===== src/rtl/uart_rx_os16.sv =====
// ---------------------------------------------------------------------------
// uart_rx_os16
//
// Serial-debug receive front end. Deserialises UART frames arriving on rxd
// into bytes for the debug command processor. The block runs on the
// 16x-baud clock, so one clk is 1/OVERSAMPLE of a bit period. Each received
// byte is offered on a valid/ready handshake through a 1-entry holding
// register.
//
// Optional feature macro: UART_RX_PARITY_EN
//   undefined : 8N1 frames, no parity state, par_err tied low
//   defined   : 8E1 frames, even parity over data + parity bit
//
// Parameters
//   OVERSAMPLE   clk cycles per bit (even, >= 4)
//   DATA_BITS    data bits per frame, LSB first
//   SYNC_STAGES  rxd synchroniser depth (>= 2)
//
// Ports
//   clk        in   16x-baud clock, rising edge
//   rst        in   synchronous reset, active-high
//   rxd        in   asynchronous serial line, idle high
//   d_rx       out  received byte, stable while vld_rx is high
//   vld_rx     out  byte available
//   rdy_rx     in   consumer accepts when vld_rx & rdy_rx
//   frame_err  out  1-cycle pulse, stop bit sampled low
//   ovr_err    out  1-cycle pulse, byte completed while holding reg full
//   par_err    out  1-cycle pulse, parity mismatch
// ---------------------------------------------------------------------------
module uart_rx_os16 #(
    parameter int OVERSAMPLE  = 16,
    parameter int DATA_BITS   = 8,
    parameter int SYNC_STAGES = 2
) (
    input  logic                 clk,
    input  logic                 rst,
    input  logic                 rxd,
    output logic [DATA_BITS-1:0] d_rx,
    output logic                 vld_rx,
    input  logic                 rdy_rx,
    output logic                 frame_err,
    output logic                 ovr_err,
    output logic                 par_err
);

    localparam int CNT_W = $clog2(OVERSAMPLE);
    localparam int BIT_W = (DATA_BITS > 1) ? $clog2(DATA_BITS) : 1;

    // The start bit is re-checked halfway through; every later bit is
    // sampled a full bit period after the previous sample, which lands
    // each sample near the middle of its bit.
    localparam logic [CNT_W-1:0] CNT_HALF = CNT_W'(OVERSAMPLE / 2 - 1);
    localparam logic [CNT_W-1:0] CNT_LAST = CNT_W'(OVERSAMPLE - 1);
    localparam logic [BIT_W-1:0] BIT_LAST = BIT_W'(DATA_BITS - 1);

    localparam logic [2:0] IDLE   = 3'd0;
    localparam logic [2:0] START  = 3'd1;
    localparam logic [2:0] DATA   = 3'd2;
`ifdef UART_RX_PARITY_EN
    localparam logic [2:0] PARITY = 3'd3;
`endif
    localparam logic [2:0] STOP   = 3'd4;

    logic [SYNC_STAGES-1:0] sync;
    logic                   rxs;
    logic [2:0]             state;
    logic [CNT_W-1:0]       cnt;
    logic [BIT_W-1:0]       bit_idx;
    logic [DATA_BITS-1:0]   shreg;

    assign rxs = sync[SYNC_STAGES-1];

`ifdef UART_RX_PARITY_EN
    logic par_bit;
    logic par_err_q;
    logic par_ok;

    // Even parity: data bits plus the parity bit must XOR to zero.
    assign par_ok  = ~(^{shreg, par_bit});
    assign par_err = par_err_q;
`else
    assign par_err = 1'b0;
`endif

    // Synchroniser, frame FSM, holding register and error pulses. Error
    // outputs default low every cycle so each one is a single-cycle pulse.
    // The holding register is cleared on accept, but a byte completing on
    // the same edge overrides that so back-to-back traffic is not lost.
    always_ff @(posedge clk) begin
        if (rst) begin
            sync      <= '1;
            state     <= IDLE;
            cnt       <= '0;
            bit_idx   <= '0;
            shreg     <= '0;
            d_rx      <= '0;
            vld_rx    <= 1'b0;
            frame_err <= 1'b0;
            ovr_err   <= 1'b0;
`ifdef UART_RX_PARITY_EN
            par_bit   <= 1'b0;
            par_err_q <= 1'b0;
`endif
        end else begin
            sync      <= {sync[SYNC_STAGES-2:0], rxd};
            frame_err <= 1'b0;
            ovr_err   <= 1'b0;
`ifdef UART_RX_PARITY_EN
            par_err_q <= 1'b0;
`endif
            if (vld_rx && rdy_rx) begin
                vld_rx <= 1'b0;
            end

            case (state)
                IDLE: begin
                    if (!rxs) begin
                        state <= START;
                        cnt   <= '0;
                    end
                end

                START: begin
                    if (cnt == CNT_HALF) begin
                        cnt <= '0;
                        // A line that is high again mid start bit was a glitch.
                        if (!rxs) begin
                            state   <= DATA;
                            bit_idx <= '0;
                        end else begin
                            state <= IDLE;
                        end
                    end else begin
                        cnt <= cnt + 1'b1;
                    end
                end

                DATA: begin
                    if (cnt == CNT_LAST) begin
                        cnt   <= '0;
                        // LSB arrives first, so shifting in from the top
                        // leaves bit 0 in the LSB after the last data bit.
                        shreg <= {rxs, shreg[DATA_BITS-1:1]};
                        if (bit_idx == BIT_LAST) begin
`ifdef UART_RX_PARITY_EN
                            state <= PARITY;
`else
                            state <= STOP;
`endif
                        end else begin
                            bit_idx <= bit_idx + 1'b1;
                        end
                    end else begin
                        cnt <= cnt + 1'b1;
                    end
                end

`ifdef UART_RX_PARITY_EN
                PARITY: begin
                    if (cnt == CNT_LAST) begin
                        cnt     <= '0;
                        par_bit <= rxs;
                        state   <= STOP;
                    end else begin
                        cnt <= cnt + 1'b1;
                    end
                end
`endif

                STOP: begin
                    if (cnt == CNT_LAST) begin
                        cnt   <= '0;
                        // Leaving mid stop bit keeps the receiver ready for a
                        // start edge that follows a single stop bit directly.
                        state <= IDLE;
                        if (!rxs) begin
                            frame_err <= 1'b1;
`ifdef UART_RX_PARITY_EN
                        end else if (!par_ok) begin
                            par_err_q <= 1'b1;
`endif
                        end else if (vld_rx && !rdy_rx) begin
                            ovr_err <= 1'b1;
                        end else begin
                            d_rx   <= shreg;
                            vld_rx <= 1'b1;
                        end
                    end else begin
                        cnt <= cnt + 1'b1;
                    end
                end

                default: begin
                    state <= IDLE;
                    cnt   <= '0;
                end
            endcase
        end
    end

endmodule


===== config.mk =====
export PLATFORM = sky130hd
export DESIGN_NAME = uart_rx_os16
export DESIGN_NICKNAME = d
export VERILOG_FILES = /design/src/rtl/uart_rx_os16.sv
export SDC_FILE = /design/constraint.sdc
export NUM_CORES = 1
export LEC_CHECK = 0
export CORE_MARGIN = 2
export CORE_UTILIZATION = 29
export DETAILED_ROUTE_END_ITERATION = 8
export PLACE_DENSITY = 0.43
export RECOVER_POWER = 25
export SETUP_SLACK_MARGIN = 0.15
export SLEW_MARGIN = 10
export SYNTH_ARGS = -nofsm -noshare
export SYNTH_HDL_FRONTEND = slang
export SYNTH_SLANG_ARGS = --single-unit

===== constraint.sdc =====
create_clock -name clk -period 3.6 [get_ports clk]
set_input_delay 0.72 -clock clk [delete_from_list [all_inputs] [get_ports clk]]
set_output_delay 0.72 -clock clk [all_outputs]
set_load 0.01 [all_outputs]

* Word level (Yosys, flattened, before mapping)
Index checks and enable logic that the tools add are counted.
** Word-level totals
- Register bits :: 31
- Input port bits :: 4
** Cells by class
- Add/sub/neg operators :: 2
- Equality and inequality tests :: 13
- Multiplexer cells :: 23
- Bitwise logic cells :: 4
- Reductions and logical operators :: 12
** Operators by type and width (number)
- $mux W3 :: 9
- $ne A2 B2 Y1 const B :: 7
- $mux W4 :: 3
- $pmux W3 S4 :: 1
- $pmux W4 S3 :: 1
- $reduce_and A5 Y1 :: 2
- $mux W1 :: 7
- $eq A3 B3 Y1 const B :: 2
- $pmux W3 S2 :: 1
- $add A4 B1 Y4 const B :: 1
- $eq A4 B3 Y1 const B :: 1
- $eq A4 B4 Y1 const B :: 1
- $not A1 Y1 :: 4
- $reduce_and A4 Y1 :: 1
- $reduce_or A4 Y1 :: 1
- $add A3 B1 Y3 const B :: 1
- $eq A3 B1 Y1 const B :: 1
- $eq A3 B2 Y1 const B :: 1
- $logic_not A3 Y1 :: 1
- $reduce_or A3 Y1 :: 1
- $logic_and A1 B1 Y1 :: 2
- $mux W2 :: 1
- $reduce_and A2 Y1 :: 1
- $reduce_bool A2 Y1 :: 1
- other kinds (2) :: 2

* Logic depth before layout (Yosys ltp)
Gate-level depths: netlist of run 1.
- Depth in word-level cells :: 6
- Gate-level depth with buffers :: 6

* Worst setup path after synthesis of run 1
OpenSTA, ideal clock, no wires.
- Path type :: register to register
- From :: register cnt[0]
- To :: register cnt[3]
- Setup time :: 0.074 ns
- Arrival :: 1.539 ns
- Required time :: 3.526 ns
- Slack :: 1.987 ns
- Stages on the path, launching flop included :: 6
- Path buffers :: 0
- Clock period less this slack :: 1.613 ns
- Cells stage by stage :: dfxtp_1 -> ha_1 -> and3b_1 -> o21a_1 -> or4_1 -> a31oi_1
** Between the ends
- Cells in the longest elaborated chain, start to end :: 3
** RTL lines
- from (decl) :: line 67 : logic [CNT_W-1:0] cnt;
- from (signal assigned) :: line 134 : cnt <= cnt + 1'b1;
- from (signal assigned) :: line 154 : cnt <= cnt + 1'b1;
- from (signal assigned) :: line 189 : cnt <= cnt + 1'b1;
- $add A4 B1 Y4 (tied with other cells) :: line 134, 154, 189
- $mux W4, on equally long branches :: line 139, 171, 124
- $pmux W4 S3 * :: line 115 : case (state)
Mark *: on every way between the ends. The rest lies on a longest branch, timed or not.
A chain may end at the register's enable or synchronous reset.

==> flow_summary.json, run 1 <==
{
  "min_path_type": "register to register",
  "clkLatencyLatePin_ns": 0.28,
  "diodes": 0,
  "path_clk_slew_ns": 0.07,
  "fin_util": 0.364,
  "r2r_cells": 4,
  "viasPerCell": 4.89,
  "power_density_mw_per_mm2": 422,
  "fin_crit_sh": 0.705,
  "ios": 16,
  "cts_num_sinks": 31,
  "cp_max_fo": 17,
  "firstDrtPassIters": 5,
  "cts_max_path_buffers": 2,
  "grt_pass1_vias": 927,
  "rsz0062_at_grt": "no",
  "clock-root-buffer": "clkbuf_8",
  "ctsResizeCount": 0,
  "dp_hpwl_um": 1760,
  "status": "finished clean",
  "syn_nets": 144,
  "max_slew_margin": 0.461,
  "synthCells": 137,
  "finalWirelength_um": 2600,
  "fillCellCount": 449,
  "worst_setup_path_start_kind": "input pin",
  "synth_seq_cells": 31,
  "synth_area_mm2": 0.00135,
  "critPathRequiredTime_ns": 3.77,
  "end_kind": "register",
  "place_worst_setup_slack_ns": 1.22,
  "grt_pass1_wl_um": 4460,
  "cts_hold_buffers": 0,
  "grt_max_degree": 18,
  "h-tree-depth": 2,
  "r2r_start": "state[1]$_SDFFE_PP0P_",
  "slowest_stage": "dlygate4sd3_1",
  "track_usage": 0.111,
  "rrSetupSlack_ns": 1.74,
  "start_util": 0.306,
  "wl_per_cell_um": 12.8,
  "yosysWarnings": 0,
  "finalHoldViolations": 0,
  "crit_chain": "dlygate4sd3_1 -> clkbuf_1 -> nor3_1 -> mux2_2",
  "port_buffers": 14,
  "cts_tree": "yes",
  "num_vias": 993,
  "fin_crit_ns": 2.54,
  "post_dp_cell_area_mm2": 0.00151,
  "ys_types": 43,
  "ys_seq_area_frac": 0.459,
  "tns_ns": 0,
  "place.gp.congestion": 0.806,
  "core_mm2": 0.00441,
  "nNetsFinal": 157,
  "finalSetupViolations": 0,
  "die_width_um": 72.3,
  "post_cts_buffers": 0,
  "power_mw": 0.678,
  "ant_nets": 0,
  "drt_first_iter_violations": 99,
  "arrival_ns": 2.71,
  "gr-total-overflow": 0,
  "worstReg2RegEnd": "cnt[3]$_SDFFE_PP0P_",
  "peakVddDrop_v": 0.000170,
  "antenna_found_initial": 0,
  "fin_skew_ns": 0.00433,
  "cp-startpoint": "rst",
  "setup.worst_path.end": "bit_idx[0]$_SDFFE_PP0P_",
  "post-route-drc-count": 0,
  "max_freq_ghz": 0.394,
  "path_class": "input pin to register",
  "drv_cap": 0,
  "setup_ws_ns": 1.06,
  "worstMarginPinSlew_ns": 0.797,
  "synth_area_per_cell_um2": 9.86,
  "power.leakage_nw": 0.719,
  "stdcell_area_mm2": 0.00161,
  "syn2layout_area_growth_pct": 19.0,
  "drive_above_1_share": 0.113,
  "die-area_mm2": 0.00522,
  "cts_buffers": 5,
  "die_h_um": 72.3,
  "cpPeakStageDelay_ns": 0.91,
  "maxSlewViolCount": 0,
  "rows": 24
}
placed cells by master (no fill, tap or decap), types with 2 or more instances in the layout:
| cell type | instances |
|---|---|
| or2_2 | 2 |
| mux2i_1 | 17 |
| nor2_1 | 16 |
| clkbuf_8 | 7 |
| o21ai_0 | 3 |
| clkdlybuf4s50_1 | 13 |
| and3_1 | 2 |
| nand3_1 | 4 |
| a21o_2 | 2 |
| ha_1 | 3 |
| dfxtp_1 | 31 |
| nor3_1 | 4 |
| nor4b_1 | 2 |
| a22o_1 | 2 |
| inv_1 | 2 |
| a21oi_1 | 5 |
| nand2_1 | 9 |
| nand2b_1 | 2 |
synth_stat cells (all sizes together):
cell type  number  area, µm²
a41oi           1       8.76
nor3            4       20.0
or4             2       16.3
nand4           3       40.0
o21a            1       7.51
conb            1       3.75
a21o            2       17.5
nor3b           2       20.0
o41ai           1       8.76
a22o            2       17.5
o2111ai         1       8.76
and3b           1       8.76
nand3b          1       7.51
inv             2       7.51
o211ai          1       7.51
or2             3       18.8
nand2           9       33.8
a21oi           5       25.0
nand3           4       20.0
o21ai           3       15.0
dfxtp          31        621
nand4bb         1       11.3
nor2           16       60.1
buf             4       35.0
a22oi           1       7.51
xnor2           1       8.76
ha              3       37.5
clkbuf          5       21.3
or3             1       6.26
nor4b           2       17.5
mux2i          17        170
a31oi           1       6.26
nand2b          2       12.5
and3            2       12.5
mux2            1       11.3
report_power, final:
| group | internal [mW] | switching [mW] | total (mW) | leakage [nW] |
|---|---|---|---|---|
| clock | 0.174 | 0.132 | 0.306 | 0.0505 |
| combinational | 0.00922 | 0.0134 | 0.0226 | 0.418 |
| sequential | 0.345 | 0.00358 | 0.349 | 0.250 |
| total | 0.528 | 0.149 | 0.678 | 0.719 |
layout make-up:
class | instances | area [µm²] | share of cell area
Multi-Input combinational cell | 95 | 667 | 0.415
Sequential cell | 31 | 621 | 0.386
Timing Repair Buffer | 15 | 144 | 0.0895
Clock buffer | 7 | 96.3 | 0.0599
Tap cell | 52 | 65.1 | 0.0405
Clock inverter | 1 | 7.51 | 0.00467
Inverter | 2 | 7.51 | 0.00467
per-stage QoR:
stage,instances,hold slack [ns]
detailed placement,195,0.398
finish,203,0.412
floorplan,137,0.389
global route,203,0.439
global placement,195,0.415
CTS,203,0.413
sequential cells by signal, summed over array words and instances (netlist names):
signal,cells
bit_idx,3
cnt,4
d_rx,8
frame_err,1
ovr_err,1
shreg,8
state,3
sync,2
vld_rx,1
critical path, delay by kind of cell:
kind	cells	cell delay [ns]
mux	1	0.30
buf+inv	2	1.51
simple gates	1	0.18
kinds of logic (layout without fill, tap and decap cells):
kind of cell,count (synthesis),after routing,synth area share
other,1,1,0.00278
AND/OR/NAND/NOR,53,53,0.226
XOR/XNOR,1,1,0.00648
multiplexers,18,18,0.134
adder cells (fa/ha/maj),3,3,0.0278
flip-flops,31,31,0.459
buffers and inverters,11,25,0.0472
AO/OA/AOI/OAI,19,19,0.0963
how the worst min path moves through the flow:
stage	from	end	slack, ns	cells after the start
2_1_floorplan	sync[0]$_SDFF_PP1_	sync[1]$_SDFF_PP1_	0.39	1
3_3_place_gp	sync[0]$_SDFF_PP1_	sync[1]$_SDFF_PP1_	0.41	1
3_5_place_dp	sync[0]$_SDFF_PP1_	sync[1]$_SDFF_PP1_	0.40	1
4_1_cts	sync[0]$_SDFF_PP1_	sync[1]$_SDFF_PP1_	0.41	1
5_1_grt	sync[0]$_SDFF_PP1_	sync[1]$_SDFF_PP1_	0.44	1
6_report	sync[0]$_SDFF_PP1_	sync[1]$_SDFF_PP1_	0.41	1
layer usage:
layer | routed length [µm] | vias up | track usage | part of all wire
met1 | 1360 | 465 | 0.150 | 0.52
met4 | 35 | 0 | 0.0503 | 0.013
met3 | 90 | 4 | 0.0403 | 0.035
met5 | 0 | - | 0 | 0
met2 | 1110 | 15 | 0.158 | 0.43
li1 | - | 509 | - | -
Power figures use the tool's default switching activity.
==> inputs of run 2 (changes only) <==
- PLACE_DENSITY: 0.43 -> 0.45
- clock period: 3.6 -> 2.1 ns (I/O delays scaled with it)
==> run 2 against run 1 <==
  * Largest cell class unchanged
  * Non-clock buffer count grew 3
  * Total power is 84% higher
  * Critical path type unchanged
  * Clock power is 99% higher
  * First-iteration DRC count shrank 64%
  * Die area did not move
  * Core utilization rose by 1.0 points
  * Flip-flop and latch count is the same
  * Cell count grew 1.5%
  * Combinational power is 89% higher
  * Via count grew 1.2%
  * Sequential share of layout area shrank 1.1 points
==> flow_summary.json, run 2 (synthesized netlist as in run 1, its figures left out) <==
{
  "status": "finished clean",
  "multiInputGateArea_um2": 676,
  "power_frac_comb": 0.034,
  "worstMarginPinSlew_ns": 0.853,
  "crit_chain": "clkdlybuf4s50_1 -> clkbuf_1 -> nor3_1 -> mux2_2",
  "cp_top_family": "buffers and inverters",
  "final_cell_mix": "31 x dfxtp_1, 17 x mux2i_1, 16 x nor2_1",
  "min_path_type": "register to register",
  "reg.largest.list": "d_rx: 8 flops, shreg: 8 flops, cnt: 4 flops",
  "path_depth": 4,
  "grt_max_degree": 21,
  "grt_pass1_vias": 906,
  "p_int_mw": 0.995,
  "r2r_cells": 4,
  "clkLatencyLatePin_ns": 0.28,
  "fillCellCount": 431,
  "cts_buffers": 5,
  "power_density_mw_per_mm2": 756,
  "netSwitchingPower_mw": 0.254,
  "num_vias": 1005,
  "worst_setup_path_start_kind": "input pin",
  "fin_util": 0.374,
  "critPathRequiredTime_ns": 2.27,
  "max_slew_margin": 0.431,
  "setup_ws_ns": 0.200,
  "path_class": "input pin to register",
  "maxSlewViolCount": 0,
  "port_buffers": 14,
  "arrival_ns": 2.07,
  "cts_hold_buffers": 0,
  "cts_num_sinks": 31,
  "start_util": 0.306,
  "diodes": 0,
  "rows": 24,
  "seqCellArea_um2": 621,
  "path_clk_slew_ns": 0.07,
  "cts_tree": "yes",
  "slowest_stage": "clkbuf_1",
  "cp_max_fo": 20,
  "gr-total-overflow": 0,
  "end_kind": "register",
  "finalSetupViolations": 0,
  "ant_nets": 0,
  "antenna_found_initial": 0,
  "firstDrtPassIters": 4,
  "viasPerCell": 4.88,
  "syn2layout_area_growth_pct": 22.3,
  "drt_first_iter_violations": 36,
  "dp_hpwl_um": 1740,
  "peakVddDrop_v": 0.000230,
  "track_usage": 0.105,
  "holdWs_ns": 0.414,
  "fin_crit_ns": 1.90,
  "drive_above_1_share": 0.130,
  "p_sw_frac": 0.203,
  "rsz0062_at_grt": "no",
  "max_freq_ghz": 0.526,
  "die-area_mm2": 0.00522,
  "grt_pass1_wl_um": 4170,
  "die_h_um": 72.3,
  "drv_cap": 0,
  "whs_path_depth": 1,
  "ios": 16,
  "cts_max_path_buffers": 2,
  "nNetsFinal": 160,
  "dr_wl_met2_um": 1090,
  "h-tree-depth": 2,
  "route.met3.wl_um": 100,
  "finalHoldViolations": 0,
  "place_worst_setup_slack_ns": 0.281,
  "power.leakage_nw": 0.722,
  "place.gp.congestion": 0.778,
  "clockPowerShare": 0.487,
  "finalWirelength_um": 2520,
  "fin_crit_sh": 0.905,
  "post-route-drc-count": 0,
  "top_layer": "met4",
  "fin_skew_ns": 0.00662,
  "die_width_um": 72.3,
  "wl_met1_um": 1280,
  "tns_ns": 0,
  "power_mw": 1.25,
  "clock-root-buffer": "clkbuf_8",
  "wl_per_cell_um": 12.2,
  "cpPeakStageDelay_ns": 0.66,
  "core_mm2": 0.00441,
  "power_frac_seq": 0.479,
  "cp.buffers_inverters": 2,
  "final_common_cell": "dfxtp_1"
}
## run 2: cell count changes in the layout (fill, tap and decap cells not counted)
cell	before	now
bufinv_16	0	1
or2_0	1	0
clkinvlp_4	1	0
buf_4	0	3
or2_1	0	1
nand4_4	1	2
clkbuf_8	7	6
nand4_2	1	0
clkinv_2	0	1
## run 2: power groups by stage
| stage | sequential (mW) | combinational (mW) | clock, mW |
|---|---|---|---|
| finish | 0.598 | 0.0428 | 0.608 |
| global placement | 0.612 | 0.0437 | 0 |
| detailed placement | 0.612 | 0.0434 | 0 |
| global route | 0.599 | 0.0474 | 0.648 |
| CTS | 0.598 | 0.0438 | 0.630 |
| floorplan | 0.607 | 0.0340 | 0 |
## run 2: final cells by class
type | instances | area share
clock buffers | 6 | 0.0500
repair buffers | 18 | 0.101
multi-input cells | 95 | 0.409
well taps | 52 | 0.0394
clock inverters | 2 | 0.0212
flip-flops and latches | 31 | 0.375
inverters | 2 | 0.00454
## run 2: layer usage
layer | up-vias | global-route usage
li1 | 519 | -
met2 | 17 | 0.144
met3 | 5 | 0.0361
met1 | 464 | 0.135
met5 | - | 0
met4 | 0 | 0.0755
## run 2: worst paths after layout
kind,from,end,slack [ns]
max,rst,bit_idx[0]$_SDFFE_PP0P_,0.20
min,sync[0]$_SDFF_PP1_,sync[1]$_SDFF_PP1_,0.41
max reg2reg,state[1]$_SDFFE_PP0P_,cnt[3]$_SDFFE_PP0P_,0.35
min reg2reg,sync[0]$_SDFF_PP1_,sync[1]$_SDFF_PP1_,0.41
## run 2: through the flow
stage                     cells  area (µm²)
after floorplan             137        1350
after global placement      198        1530
after detailed placement    198        1530
after CTS                   206        1650
after global routing        206        1650
final                       206        1650
## run 2: what timing repair did
| action | 4_1_cts | 5_1_grt |
|---|---|---|
| gates resized for setup | 0 | 1 |
| setup buffers | 0 | 0 |
| setup endpoints to repair | 0 | 4 |
